**src/rtl/kv_proto_pkg.sv**
```systemverilog
// Shared key/value protocol definitions: reply header field offsets and
// the reply-stream parser state type.
package kv_proto_pkg;

  localparam int KEY_LSB   = 0;
  localparam int HIT_BIT   = 64;
  localparam int LEN_LSB   = 80;
  localparam int HDR_BYTES = 12;

  typedef enum logic [1:0] {
    HDR   = 2'd0,
    VALUE = 2'd1,
    DRAIN = 2'd2
  } rep_state_t;

endpackage

```
**src/rtl/keep_popcount.sv**
```systemverilog
// Combinational byte count of a contiguous-from-bit-0 keep vector.
module keep_popcount #(
  parameter int KEEP_WIDTH = 64
) (
  input  logic [KEEP_WIDTH-1:0] keep,
  output logic [6:0]            cnt
);

  always_comb begin
    cnt = '0;
    for (int i = 0; i < KEEP_WIDTH; i++) cnt = cnt + 7'(keep[i]);
  end

endmodule

```
**src/rtl/lkp_rep_depacketizer.sv**
```systemverilog
// Lookup-reply depacketizer: splits reply packets into a meta channel and a
// value-beat channel, flags malformed packets and drains what it cannot use.
module lkp_rep_depacketizer
  import kv_proto_pkg::*;
#(
  parameter int DATA_WIDTH      = 512,
  parameter int KEEP_WIDTH      = 64,
  parameter int LEN_WIDTH       = 16,
  parameter int MAX_VALUE_BYTES = 1024
) (
  input  logic                  clk,
  input  logic                  rst_n,
  input  logic                  s_axis_valid,
  input  logic [DATA_WIDTH-1:0] s_axis_data,
  input  logic [KEEP_WIDTH-1:0] s_axis_keep,
  input  logic                  s_axis_last,
  input  logic [LEN_WIDTH-1:0]  s_axis_size,
  input  logic [15:0]           s_axis_src,
  input  logic [15:0]           s_axis_dst,
  output logic                  s_axis_ready,
  output logic                  m_meta_valid,
  output logic [63:0]           m_meta_key,
  output logic                  m_meta_hit,
  output logic [LEN_WIDTH-1:0]  m_meta_len,
  output logic [15:0]           m_meta_src,
  output logic [15:0]           m_meta_dst,
  input  logic                  m_meta_ready,
  output logic                  m_value_valid,
  output logic [DATA_WIDTH-1:0] m_value_data,
  output logic [KEEP_WIDTH-1:0] m_value_keep,
  output logic                  m_value_last,
  output logic                  m_value_err,
  input  logic                  m_value_ready,
  output logic [15:0]           err_cnt
);

  localparam logic [LEN_WIDTH-1:0] MAXV = LEN_WIDTH'(MAX_VALUE_BYTES);

  rep_state_t           state, nxt_state;
  logic                 run;
  logic [LEN_WIDTH-1:0] byte_cnt, exp_len;
  logic [6:0]           beat_bytes;
  logic                 rdy, accept;
  logic                 hdr_hit;
  logic [LEN_WIDTH-1:0] hdr_len, hdr_exp_size;
  logic [LEN_WIDTH-1:0] new_cnt, room;
  logic                 over, val_err;
  logic [KEEP_WIDTH-1:0] trim_keep;
  logic [1:0]           err_inc;
  logic [16:0]          err_sum;

  keep_popcount #(.KEEP_WIDTH(KEEP_WIDTH)) u_popcount (
    .keep (s_axis_keep),
    .cnt  (beat_bytes)
  );

  always_comb begin
    case (state)
      HDR:     rdy = !m_meta_valid;
      VALUE:   rdy = !m_value_valid || m_value_ready;
      default: rdy = 1'b1;
    endcase
  end

  // run holds the link stalled until the first clock after reset release
  assign s_axis_ready = run && rdy;
  assign accept       = s_axis_valid && s_axis_ready;

  assign hdr_hit      = s_axis_data[HIT_BIT];
  assign hdr_len      = s_axis_data[LEN_LSB +: LEN_WIDTH];
  assign hdr_exp_size = hdr_hit ? LEN_WIDTH'(HDR_BYTES) + hdr_len : LEN_WIDTH'(HDR_BYTES);

  assign new_cnt = byte_cnt + LEN_WIDTH'(beat_bytes);
  assign room    = MAXV - byte_cnt;
  // Reaching the cap on a non-last beat means more bytes follow: cut here.
  assign over    = (new_cnt > MAXV) || (new_cnt == MAXV && !s_axis_last);
  assign val_err = over || (s_axis_last && new_cnt != exp_len);

  always_comb begin
    for (int i = 0; i < KEEP_WIDTH; i++)
      trim_keep[i] = s_axis_keep[i] && (LEN_WIDTH'(i) < room);
  end

  always_comb begin
    nxt_state = state;
    err_inc   = 2'd0;
    if (accept) begin
      case (state)
        HDR: begin
          if (s_axis_size != hdr_exp_size) err_inc = err_inc + 2'd1;
          if (!hdr_hit) begin
            if (!s_axis_last) begin
              err_inc   = err_inc + 2'd1;
              nxt_state = DRAIN;
            end
          end else if (s_axis_last) begin
            if (hdr_len != '0) err_inc = err_inc + 2'd1;
          end else begin
            nxt_state = VALUE;
          end
        end
        VALUE: begin
          if (over) begin
            err_inc   = err_inc + 2'd1;
            nxt_state = s_axis_last ? HDR : DRAIN;
          end else if (s_axis_last) begin
            if (new_cnt != exp_len) err_inc = err_inc + 2'd1;
            nxt_state = HDR;
          end
        end
        default: if (s_axis_last) nxt_state = HDR;
      endcase
    end
  end

  assign err_sum = {1'b0, err_cnt} + 17'(err_inc);

  always_ff @(posedge clk or negedge rst_n) begin
    if (!rst_n) begin
      state         <= HDR;
      run           <= 1'b0;
      byte_cnt      <= '0;
      exp_len       <= '0;
      err_cnt       <= '0;
      m_meta_valid  <= 1'b0;
      m_meta_key    <= '0;
      m_meta_hit    <= 1'b0;
      m_meta_len    <= '0;
      m_meta_src    <= '0;
      m_meta_dst    <= '0;
      m_value_valid <= 1'b0;
      m_value_data  <= '0;
      m_value_keep  <= '0;
      m_value_last  <= 1'b0;
      m_value_err   <= 1'b0;
    end else begin
      run     <= 1'b1;
      state   <= nxt_state;
      err_cnt <= err_sum[16] ? 16'hFFFF : err_sum[15:0];

      if (accept && state == HDR) begin
        m_meta_valid <= 1'b1;
        m_meta_key   <= s_axis_data[KEY_LSB +: 64];
        m_meta_hit   <= hdr_hit;
        m_meta_len   <= hdr_hit ? hdr_len : '0;
        m_meta_src   <= s_axis_src;
        m_meta_dst   <= s_axis_dst;
        exp_len      <= hdr_len;
        byte_cnt     <= '0;
      end else if (m_meta_valid && m_meta_ready) begin
        m_meta_valid <= 1'b0;
      end

      if (accept && state == VALUE) begin
        m_value_valid <= 1'b1;
        m_value_data  <= s_axis_data;
        m_value_keep  <= over ? trim_keep : s_axis_keep;
        m_value_last  <= over || s_axis_last;
        m_value_err   <= val_err;
        byte_cnt      <= new_cnt;
      end else if (m_value_valid && m_value_ready) begin
        m_value_valid <= 1'b0;
      end
    end
  end

endmodule

```
**config.mk**
```make
export PLATFORM = sky130hd
export DESIGN_NAME = lkp_rep_depacketizer
export DESIGN_NICKNAME = d
export VERILOG_FILES = /design/src/rtl/kv_proto_pkg.sv /design/src/rtl/keep_popcount.sv /design/src/rtl/lkp_rep_depacketizer.sv
export SDC_FILE = /design/constraint.sdc
export NUM_CORES = 2
export LEC_CHECK = 0
export ABC_CLOCK_PERIOD_IN_PS = 5990
export BUFFER_PORTS_ARGS = -buffer_cell sky130_fd_sc_hd__buf_2
export CORE_AREA = 2 2 526 528
export CTS_BUF_LIST = sky130_fd_sc_hd__clkbuf_16
export CTS_CLUSTER_SIZE = 16
export DETAILED_ROUTE_END_ITERATION = 6
export DIE_AREA = 0 0 528 530
export GPL_ROUTABILITY_DRIVEN = 0
export GPL_TIMING_DRIVEN = 1
export SKIP_LAST_GASP = 1
export SLEW_MARGIN = 20
export SYNTH_ARGS = -nofsm -noshare
export SYNTH_HDL_FRONTEND = slang
export SYNTH_SLANG_ARGS = --single-unit
```
**constraint.sdc**
```tcl
create_clock -name clk -period 5.99 [get_ports clk]
set_input_delay 0.2995 -clock clk [delete_from_list [all_inputs] [get_ports clk]]
set_output_delay 0.2995 -clock clk [all_outputs]
set_load 0.01 [all_outputs]
```
# Yosys cells after proc, flatten, opt, wreduce, memory -nomap -nowiden
# Cells that the tools add are included.
# Widths: inputs -> output; s select.
[totals]
ff_bits = 744
in_bits = 630
[classes]
n_addsub = 68
n_lt_le_gt_ge = 65
n_eq_ne = 5
mux = 30
n_reduce_logical = 85
[ops]
columns = ["op", "count"]
rows = [
  ["$lt 6x16->1 const A", 32],
  ["$add 7x1->7", 62],
  ["$lt 5x16->1 const A", 16],
  ["$lt 4x16->1 const A", 8],
  ["$mux 16", 5],
  ["$logic_and 1x1->1", 72],
  ["$lt 3x16->1 const A", 4],
  ["$mux 64", 1],
  ["$lt 1x16->1 const A", 2],
  ["$lt 2x16->1 const A", 2],
  ["$ne 16x16->1", 2],
  ["$mux 2", 13],
  ["$add 16x2->17", 1],
  ["$add 16x7->16", 1],
  ["$add 4x16->16 const A", 1],
  ["$eq 16x11->1 const B", 1],
  ["$gt 16x11->1 const B", 1],
  ["$reduce_bool 16->1", 1],
  ["$sub 11x16->16 const A", 1],
  ["$mux 1", 8],
  ["$pmux 2 s2", 2],
  ["$reduce_bool 2->1", 3],
  ["$logic_or 1x1->1", 4],
  ["$logic_not 1->1", 3],
  ["7 further kinds", 7],
]

# Longest topological paths before layout
[logic_depth]
word_depth = 72
mapped_depth = 40

# Hierarchy
# From an unflattened synthesis, not the netlist that was laid out.
[hier_totals]
cells_unflattened = 3646
hier_area_um2 = 32338.5
[modules_own_cells]
columns = ["mod", "instances", "cells_each", "area_each_um2", "seq_area_each_um2"]
rows = [
  ["lkp_rep_depacketizer", 1, 3457, 30524.3, 18617.9],
  ["keep_popcount", 1, 189, 1814.2, 0.0],
]

# Worst setup path after synthesis
# Ideal clock, no wire load.
[synth_timing]
path_kind = "input-to-reg"
from = "in s_axis_keep[0]"
to = "reg err_cnt[10]"
setup_time_ps = 134
t_arrival_ps = 9316
required_time_ps = 5856
setup_slack_ps = -3460
path_stages = 39
n_path_buf = 2
path_cell_list = "ha_1 inv_1 fa_1 fa_1 inv_1 fa_1 fa_1 fa_1 fa_1 fa_1 inv_1 fa_1 inv_1 ha_1 nor2b_1 o21ai_0 nand2b_1 a21o_1 (+3 left out) buf_2 nand2_1 a21oi_2 nand4_1 mux2_2 o22a_1 or2_2 nor4_1 o21ai_0 ha_1 inv_1 fa_1 nor2_1 and3_1 and3_1 nand3_1 clkbuf_1 nand2_1"
[synth_via]
elab_chain_cells = 72
[synth_lines]
columns = ["item", "line", "text"]
rows = [
  ["start, declared", "lkp_rep_depacketizer.sv:15", "input logic [KEEP_WIDTH-1:0] s_axis_keep,"],
  ["$add 1x1->2 *", "keep_popcount.sv:11", "for (int i = 0; i < KEEP_WIDTH; i++) cnt = cnt + 7'(keep[i]);"],
  ["$add 7x1->7 * (62 in a row)", "keep_popcount.sv:11", ""],
  ["$add 16x7->16 *", "lkp_rep_depacketizer.sv:73", "assign new_cnt = byte_cnt + LEN_WIDTH'(beat_bytes);"],
  ["parallel branches: the longest is 3 deep, another holds $gt 16x11->1", "-", ""],
  ["$mux 1 *", "lkp_rep_depacketizer.sv:103", "if (over) begin"],
  ["$pmux 2 s2 *", "lkp_rep_depacketizer.sv:88", "case (state)"],
  ["$mux 2 *", "lkp_rep_depacketizer.sv:87", "if (accept) begin"],
  ["$add 16x2->17 *", "lkp_rep_depacketizer.sv:116", "assign err_sum = {1'b0, err_cnt} + 17'(err_inc);"],
  ["$mux 16 *", "lkp_rep_depacketizer.sv:139", "err_cnt <= err_sum[16] ? 16'hFFFF : err_sum[15:0];"],
  ["end signal, assigned", "lkp_rep_depacketizer.sv:139", ""],
  ["end, declared", "lkp_rep_depacketizer.sv:34", "output logic [15:0] err_cnt"],
]
# Every way passes the cells marked *.
# A chain may end at the register's enable or synchronous reset.

# Worst setup path after layout
[layout_timing]
from = "in s_axis_keep[1]"
to = "reg err_cnt[15]"
# Same word-level chain as after synthesis.

==> flow_metrics.py <==
metrics = {
    "min_path": {
        "worstHoldPathType": "input pin to asynchronous set/reset pin",
    },
    "critical_path": {
        "worstReg2RegStart": "byte_cnt[0]",
        "cp_common_cell": "fa_1",
        "cp_top_family": "adder cells",
        "cp_data_required_time_ns": 6.66,
        "path_max_fanout": 4,
        "path_class": "input pin to register",
        "slowest_delay_ns": 0.55,
        "end_kind": "register",
        "startpoint": "s_axis_keep[1]",
        "path_buf_inv": 10,
        "rr_endpoint": "err_cnt[15]",
        "worstSetupStartpointType": "input pin",
        "slowest_stage": "fa_1",
        "crit_arrival_ns": 9.36,
        "rrSetupSlack_ns": 1.47,
        "path_depth": 39,
        "crit_end": "err_cnt[15]",
        "rr_worst_depth": 21,
    },
    "sta": {
        "fin_crit_ns": 8.69,
        "fmax_mhz": 115,
        "final.setup.worst_slack_ns": -2.70,
        "finalHoldViolations": 0,
        "slew_viol_final": 0,
        "clock_skew_ns": 0.0595,
        "setup_viol": 95,
        "rsz0062_at_grt": "true",
        "worst_pin_slew_ns": 1.07,
        "relSlewSlack_pct": 28.3,
        "timing.final.crit_share_pct": 145,
    },
    "power_and_ir_drop": {
        "vdd.ir_drop.worst_uv": 3110,
        "p_leak_nw": 28.4,
        "power-per-cell-area_nw_per_um2": 858,
    },
    "logic_synthesis": {
        "syn-num-nets": 4354,
        "ys.flop_type": "dfrtp_1",
        "synth.top_cell.area_share_pct": 57.6,
        "synth_edf_count": 0,
        "synth_warnings": 0,
        "yosys.area.top_type": "dfrtp_1",
        "ys_types": 70,
        "avgSynthCellArea_um2": 8.89,
        "synth.area.top_cells": "dfrtp_1 58%, nand2_1 23%, fa_1 3.5%",
        "syn_area_um2": 32300,
        "synth-seq-cells": 744,
        "yosysSeqAreaShare_pct": 57.6,
        "synthArstFlopShare_pct": 100,
        "netlist_instances": 3636,
    },
    "grt": {
        "antenna_found_initial": 360,
        "grt_usage_pct": 17.9,
        "grt_pass1_vias": 34200,
        "grt_max_degree": 172,
        "grt_overflow": 0,
        "grt_pass1_wl_um": 332000,
    },
    "die": {
        "num_io_pins": 1340,
        "die-area_um2": 280000,
        "die_h_um": 530,
        "num_rows": 193,
        "start_util_pct": 11.8,
        "die_w_um": 528,
        "coreArea_um2": 275000,
    },
    "route": {
        "routed_via_density": 3.68,
        "vias": 35100,
        "first_pass_iters": 5,
        "wl_per_cell_um": 27.5,
        "drc_errors": 0,
        "antenna_left": 0,
        "wirelength_um": 262000,
        "drt-initial-drc-count": 2194,
    },
    "placement": {
        "pre_cts_ws_ns": -3.76,
        "dp.cells": 8531,
        "post-dp-hpwl_um": 218000,
        "port_buffers": 1339,
    },
    "clocking": {
        "h-tree-depth": 3,
        "clk_latency_ns": 0.84,
        "cts_tree": "built",
        "cts_buffers": 103,
        "cts_sinks": 744,
        "clockRootBuffer": "clkbuf_16",
        "clk_pin_slew_ns": 0.06,
        "clk_path_buf_depth": 4,
    },
    "finish": {
        "area_growth_pct": 71.2,
        "post-route-util_pct": 20.1,
        "layout-drive-gt1-share_pct": 32.2,
        "nNetsFinal": 6382,
        "nFillCells": 30600,
        "stdcell_count": 9536,
    },
    "run_status": {
        "violations": "negative setup slack",
        "status": "finished with violations",
    },
    "run": {
        "maxCapViolCount": 0,
    },
}
## placed cells by master (no fill, tap or decap), types with 9 or more instances in the layout
master / n
nand2_1: 1955
buf_4: 132
a22o_1: 14
xnor2_1: 23
buf_2: 1333
nand2b_1: 9
o21ai_1: 18
o21ai_0: 36
o21ai_4: 12
mux2i_1: 42
xor2_1: 21
dlygate4sd3_1: 613
buf_12: 11
o21ai_2: 12
diode_2: 188
clkinv_2: 18
clkinv_1: 13
buf_6: 22
clkbuf_16: 106
inv_6: 9
a21oi_1: 30
nand3_1: 22
ha_1: 25
o31ai_1: 9
bufinv_16: 12
dfrtp_1: 744
nand4_1: 14
nor2b_1: 9
inv_2: 9
inv_1: 110
a21oi_2: 42
nor2_1: 48
nor4_1: 9
fa_1: 49
## Yosys cell counts, drive strengths merged (3+ instances only)
cell type / n
a2111oi: 4
a211o: 3
a211oi: 4
a21o: 8
a21oi: 79
a221oi: 6
a22o: 14
a31oi: 4
and2: 3
and3: 10
and4b: 4
buf: 27
clkbuf: 170
dfrtp: 744
fa: 56
ha: 32
inv: 111
mux2: 5
mux2i: 42
nand2: 1965
nand2b: 11
nand3: 26
nand3b: 3
nand4: 14
nor2: 53
nor2b: 10
nor3: 12
nor3b: 5
nor4: 11
o211ai: 6
o21ai: 78
o22ai: 3
o31ai: 18
or2: 5
or3: 7
xnor2: 24
xor2: 28
## repair_timing
action	4_1_cts	5_1_grt
pin swaps	24	45
setup endpoints to repair	97	97
hold buffers	613	0
gates cloned	2	1
resized for setup	62	118
buffers inserted	13	16
hold endpoints to repair	763	0
## worst min path at each step
stage / from / to / slack [ns] / depth (start not counted)
after floorplan: rst_n / byte_cnt[0] / 0.004 / 0
after global placement: rst_n / m_value_data[206] / 0.39 / 1
after detailed placement: rst_n / m_value_data[206] / 0.39 / 1
after CTS: rst_n / m_value_data[206] / 0.04 / 2
after global routing: rst_n / m_value_data[206] / 0.09 / 2
final: rst_n / m_value_data[206] / 0.09 / 2
## sequential cells by signal, indices dropped and copies added (netlist names), 2 cells and up
signal	count
m_meta_len	16
err_cnt	16
m_meta_dst	16
state	2
m_value_keep	64
m_meta_key	64
m_value_data	512
byte_cnt	16
exp_len	16
m_meta_src	16
## kinds of logic (layout without fill, tap and decap cells)
logic type      after synthesis  in the layout  synth area share (%)
compound gates              249            249                  4.99
xor+xnor                     55             55                  1.62
fa+ha+maj                    88             88                  4.71
buf+inv                     308           2411                  3.71
flops                       744            744                  57.6
mux                          47             47                  1.47
other cells                   1            189                0.0116
simple gates               2144           2146                  25.9
## worst register-to-register path: cells and delay by family, from the launching register on
family	cells	cell delay, ns
fa+ha+maj	4	1.00
mux	1	0.26
simple gates	9	1.79
buf+inv	4	0.43
xor+xnor	2	0.36
compound gates	1	0.11
flops	1	0.41
## routing by layer
layer  share of wire [%]  global-route usage (%)  wire length (um)
met5                0.33                       0               852
met3                  11                    8.41             29200
met4                 6.1                    8.60             16000
met1                  39                    20.5            102000
met2                  44                    28.1            114000
## through the flow
step / hold WS (ns) / instance area (um2) / total power, mW / setup TNS (ns)
3_5_place_dp: 0.386 / 44300 / 33.7 / -256.82
2_1_floorplan: 0.00391 / 32700 / 22.1 / -171.90
6_report: 0.0885 / 55400 / 47.5 / -160.43
5_1_grt: 0.0903 / 55100 / 50.4 / -176.72
4_1_cts: 0.0439 / 54300 / 43.4 / -154.30
3_3_place_gp: 0.393 / 44300 / 33.4 / -248.10
## final cells by class
| cell class | instances | area (um2) | area share, % |
|---|---|---|---|
| clock inverters | 77 | 744 | 1.34 |
| diodes | 188 | 470 | 0.850 |
| repair buffers | 2118 | 14400 | 26.0 |
| clock buffers | 105 | 2630 | 4.75 |
| inverters | 111 | 429 | 0.775 |
| multi-input cells | 2586 | 13600 | 24.5 |
| flip-flops and latches | 744 | 18600 | 33.6 |
| well taps | 3607 | 4510 | 8.15 |
## power breakdown
| part | switching, mW | total [mW] | leakage, nW | internal (mW) |
|---|---|---|---|---|
| Sequential | 1.45 | 8.95 | 9.25 | 7.50 |
| Combinational | 17.7 | 32.2 | 17.4 | 14.5 |
| Clock | 2.67 | 6.37 | 1.69 | 3.70 |
| Total | 21.8 | 47.5 | 28.4 | 25.7 |
Note: power is estimated with default switching activity, not from simulation.
